===== src/rtl/cla_pipe_adder.sv =====
// Pipelined carry-lookahead adder/subtractor.
// One GROUP-bit lookahead group resolves per stage.
module cla_pipe_adder #(
  parameter int WIDTH = 32,
  parameter int GROUP = 8
) (
  input  logic             clk,
  input  logic             rst,
  input  logic             in_valid,
  output logic             in_ready,
  input  logic [WIDTH-1:0] a,
  input  logic [WIDTH-1:0] b,
  input  logic             sub,
  input  logic             cin,
  output logic             out_valid,
  input  logic             out_ready,
  output logic [WIDTH-1:0] sum,
  output logic             cout,
  output logic             ovf
);

  localparam int NG = WIDTH / GROUP;

  // Stage i holds the beat about to resolve group i.
  // Stage NG is the output register.
  logic             vld_q [0:NG];
  logic [WIDTH-1:0] a_q   [0:NG-1];
  logic [WIDTH-1:0] b_q   [0:NG-1];
  logic [WIDTH-1:0] s_q   [0:NG];
  logic             c_q   [0:NG];
  logic             m_q;

  logic [WIDTH-1:0] s_nx  [0:NG-1];
  logic             c_nx  [0:NG-1];
  logic             m_nx  [0:NG-1];

  logic en;

  assign en        = !vld_q[NG] | out_ready;
  assign in_ready  = en;
  assign out_valid = vld_q[NG];
  assign sum       = s_q[NG];
  assign cout      = c_q[NG];
  assign ovf       = c_q[NG] ^ m_q;

  genvar k;
  generate
    for (k = 0; k < NG; k++) begin : g_stage
      logic [GROUP-1:0] g;
      logic [GROUP-1:0] p;
      logic [GROUP:0]   c;
      logic [WIDTH-1:0] sn;

      assign g = a_q[k][k*GROUP +: GROUP]
               & b_q[k][k*GROUP +: GROUP];
      assign p = a_q[k][k*GROUP +: GROUP]
               ^ b_q[k][k*GROUP +: GROUP];

      // Flat lookahead: every carry from g, p and the group carry-in.
      always_comb begin
        logic t;
        t    = 1'b0;
        c    = '0;
        c[0] = c_q[k];
        for (int i = 0; i < GROUP; i++) begin
          t = c_q[k];
          for (int m = 0; m <= i; m++)
            t = t & p[m];
          c[i+1] = t;
          for (int j = 0; j <= i; j++) begin
            t = g[j];
            for (int m = j + 1; m <= i; m++)
              t = t & p[m];
            c[i+1] = c[i+1] | t;
          end
        end
      end

      // Merge this group's sum bits into the forwarded result.
      always_comb begin
        sn = s_q[k];
        sn[k*GROUP +: GROUP] = p ^ c[GROUP-1:0];
      end

      assign s_nx[k] = sn;
      assign c_nx[k] = c[GROUP];
      assign m_nx[k] = c[GROUP-1];
    end
  endgenerate

  // Capture conditioned operands and advance all stages together.
  always_ff @(posedge clk) begin
    if (rst) begin
      for (int i = 0; i <= NG; i++) begin
        vld_q[i] <= 1'b0;
        s_q[i]   <= '0;
        c_q[i]   <= 1'b0;
      end
      for (int i = 0; i < NG; i++) begin
        a_q[i] <= '0;
        b_q[i] <= '0;
      end
      m_q <= 1'b0;
    end else if (en) begin
      vld_q[0] <= in_valid;
      if (in_valid) begin
        a_q[0] <= a;
        b_q[0] <= sub ? ~b : b;
        c_q[0] <= sub | cin;
        s_q[0] <= '0;
      end
      for (int i = 0; i < NG; i++) begin
        vld_q[i+1] <= vld_q[i];
        if (vld_q[i]) begin
          s_q[i+1] <= s_nx[i];
          c_q[i+1] <= c_nx[i];
        end
      end
      for (int i = 0; i < NG - 1; i++) begin
        if (vld_q[i]) begin
          a_q[i+1] <= a_q[i];
          b_q[i+1] <= b_q[i];
        end
      end
      if (vld_q[NG-1])
        m_q <= m_nx[NG-1];
    end
  end

endmodule


===== config.mk =====
export PLATFORM = sky130hd
export DESIGN_NAME = cla_pipe_adder
export DESIGN_NICKNAME = d
export VERILOG_FILES = /design/src/rtl/cla_pipe_adder.sv
export SDC_FILE = /design/constraint.sdc
export NUM_CORES = 1
export LEC_CHECK = 0
export ABC_CLOCK_PERIOD_IN_PS = 4100
export CORE_MARGIN = 8
export CORE_UTILIZATION = 55
export CTS_BUF_LIST = sky130_fd_sc_hd__clkbuf_4 sky130_fd_sc_hd__clkbuf_8 sky130_fd_sc_hd__clkbuf_16
export DETAILED_ROUTE_END_ITERATION = 8
export PLACE_DENSITY = 0.81
export SKIP_LAST_GASP = 1
export SLEW_MARGIN = 10
export SYNTH_ARGS = -nofsm -noshare
export SYNTH_HDL_FRONTEND = slang
export SYNTH_SLANG_ARGS = --single-unit
export TNS_END_PERCENT = 100

===== constraint.sdc =====
create_clock -name clk -period 4.1 [get_ports clk]
set_input_delay 0.615 -clock clk [delete_from_list [all_inputs] [get_ports clk]]
set_output_delay 0.615 -clock clk [all_outputs]
set_load 0.01 [all_outputs]

==> results by group <==
Status
  – Outcome: finished clean

Clock tree
  – Post-CTS Resized: 0
  – Clock root cell: clkbuf_16
  – Setup bufs post-CTS: 0
  – Clock slew at reported path FFs: around 0.060 ns
  – CTS tree: yes
  – Post-CTS Hold Buffers: 0
  – Clk sinks: 251
  – Clk buf depth: 3
  – TritonCTS Buffers: 25
  – H-tree Lvls: 1
  – Worst skew pair latency: 0.50 ns

Finish
  – Nets: approximately 950
  – Proportion of layout cells with a drive suffix above 1: 10.8%
  – Non-Filler Instances: 1124
  – FF/Latch Area: between 7000 and 8000 sq um
  – Number of diodes: 0
  – Area taken by multi-input logic gates: 3140 sq um
  – Fillers: 1398
  – Area added between synthesis and finish: 18.4%

Place
  – # port buffers: 105
  – Placed Instances: 1080
  – Detailed placer's ending HPWL: 11200 um
  – Routability cong.: between 0.7 and 0.8
  – Dpl ws: ~0.89 ns

Detailed routing
  – Routed via count: 5406
  – Wire length per cell: about 14 um
  – DR pass1 iterations: 4
  – Mean number of vias per cell: 4.81
  – Drt total wl: 15700 um
  – Detailed Route Iter0 Violations: 318
  – ANT nets after route: 0
  – Drc violations: 0

STA
  – RSZ-0062 raised after global routing: false
  – Tmin final: about 2.7 ns
  – Clock skew: about 0.012 ns
  – Setup TNS: 0 ns
  – Final hold violations: 0
  – Pins Over Slew Limit: 0
  – Final setup margin: 1.43 ns
  – Fin crit share: between 60% and 70%
  – Final setup vio count: 0
  – Peak Freq: 375 MHz
  – Tightest Pin Transition: 0.854 ns
  – Worst relative slew slack: 43.1%

Yosys
  – Top FF cell, synth: edfxtp_1
  – Post-synth EDFFs: 250
  – Largest cells by area after synthesis: edfxtp_1 (69%), and2_1 (8.9%), ha_1 (4.1%)
  – Sequential area share after synthesis: 69.3%
  – Top-count cell post-synth: edfxtp_1
  – Post-synthesis cell count: 732
  – Ys Warns: 0
  – Syn Std Cell Area: 10900 sq um
  – Mapped Nets: between 800 and 900
  – Async SR Flop Fraction: 0%
  – Post-synth top area cell: edfxtp_1
  – Top cells by count, synth: edfxtp_1 (250), and2_1 (155), nor2_1 (50), xnor2_1 (40), ha_1 (36)
  – Synthesis-stage register bit count: approximately 250
  – Syn avg cell area: between 10 and 15 sq um
  – Yosys cell types: 40
  – Top cell type's share of synthesized area: 69.1%

GRT
  – First-pass GRT wire length: 25700 um
  – Initial antenna violation count: 0
  – Vias in the first global route: 5328
  – GRT overflow: 0
  – GRT Util Overall: between 10 and 15%
  – Largest net degree at the start of global routing: 65

Worst setup path
  – CP bufs+invs: 3
  – Critical path fanouts, max: 32
  – Reg2Reg Setup Slack: 1.86 ns
  – Crit Reg-Reg Startpoint: vld_q[0][4]$_SDFFCE_PN0P_
  – Critical path data required time: approximately 4.2 ns
  – Worst setup SP type: primary input
  – Data arrival, critical path: roughly 2.8 ns
  – Endpoint type of the worst setup path: register
  – Max stage delay on crit path: 0.64 ns
  – Cell family with most CP delay: buffers and inverters
  – Critical Path Start: rst
  – Critical path's slowest cell: clkdlybuf4s50_1
  – Critical path class: in -> reg
  – Crit path cell chain: clkdlybuf4s50_1 -> inv_1 -> and3_1 -> buf_4 -> or2_2

Floorplanning
  – Die Area: 24500 sq um
  – Initial Utilization: 56.0%
  – # IOs: roughly 110
  – Placement row count: 51
  – Core area: between 15000 and 20000 sq um
  – Vert. Die Dim: 157 um
  – Die width: 157 um

Flow run
  – Max Cap Viol: 0

Worst hold path
  – Hold path startpoint: m_q$_SDFFE_PP0P_
  – Worst Hold Class: reg -> reg

Power and ir drop
  – Pwr/cell area: between 400 and 500 nW/um^2
  – Leak: between 4 and 5 nW
  – Peak supply drop: 268 uV
[cells in the final DEF, fill, tap and decap left out, types with 11 or more instances in the layout]
cell,netlist,routed
a21oi_1,19,19
nand2_1,15,14
clkdlybuf4s50_1,0,104
nor3_1,15,15
and2_4,25,25
clkbuf_16,0,25
edfxtp_1,250,250
and2_1,155,155
xnor2_1,40,40
ha_1,36,36
o21a_1,11,11
nor2_1,50,50
[power by group]
| group | total, W | switching [W] | internal, W | leakage [nW] |
|---|---|---|---|---|
| Sequential | 0.00308 | 0.0000521 | 0.00303 | 2.61 |
| Clock | 0.00200 | 0.000869 | 0.00114 | 0.362 |
| Combinational | 0.000522 | 0.000261 | 0.000261 | 1.86 |
| Total | 0.00561 | 0.00118 | 0.00443 | 4.84 |
[sequential cells by signal (all words and copies together) (netlist names)]
signal and count:
a_q 80, b_q 80, s_q 80, c_q 5, vld_q 5, m_q 1
[worst reg2reg max path, cell delays in order (launching register included)]
cell and delay (ns):
edfxtp_1 0.37, nor2b_4 0.14, inv_1 0.19, and3_1 0.31, buf_4 0.25, or2_2 0.60
[path summary, 6_finish.rpt]
kind	depth (start not counted)	to
hold reg to reg	2	m_q$_SDFFE_PP0P_
setup reg to reg	5	b_q[2][26]$_SDFFCE_PN0P_
hold / removal	2	m_q$_SDFFE_PP0P_
setup / recovery	5	b_q[2][26]$_SDFFCE_PN0P_
[metrics by stage]
stage | utilization [%] | total power [W] | hold WS, ns | instance area [sq um]
after global routing | 66.3 | 0.00582 | 0.525 | 12900
after global placement | 62.5 | 0.00365 | 0.490 | 12100
final | 66.3 | 0.00561 | 0.500 | 12900
after CTS | 66.3 | 0.00567 | 0.507 | 12900
after detailed placement | 62.5 | 0.00367 | 0.499 | 12100
after floorplan | - | 0.00347 | 0.442 | 10900
[cells by family (layout without fill, tap and decap cells)]
family	count (synthesis)	after routing	share of synthesized area [%]
simple gates	306	306	16.9
flops	251	251	69.3
fa+ha+maj	40	40	4.88
buf+inv	34	161	1.87
compound gates	60	60	3.73
xor+xnor	41	41	3.30
[layout make-up]
type	count	area share, %
timing repair buffer	112	8.64
clock buffer	28	5.04
multi-input combinational	447	24.4
sequential	251	58.5
inverter	5	0.146
tap	265	2.58
clock inverter	16	0.662
[per-layer routing]
metal,track usage (%),vias up,share of wire [%]
met4,4.03,0,1.8
met2,20.4,126,45
met5,0,-,0
li1,-,2830,-
met1,17.7,2428,48
met3,2.48,22,5.5
(Power assumes the default switching activity.)
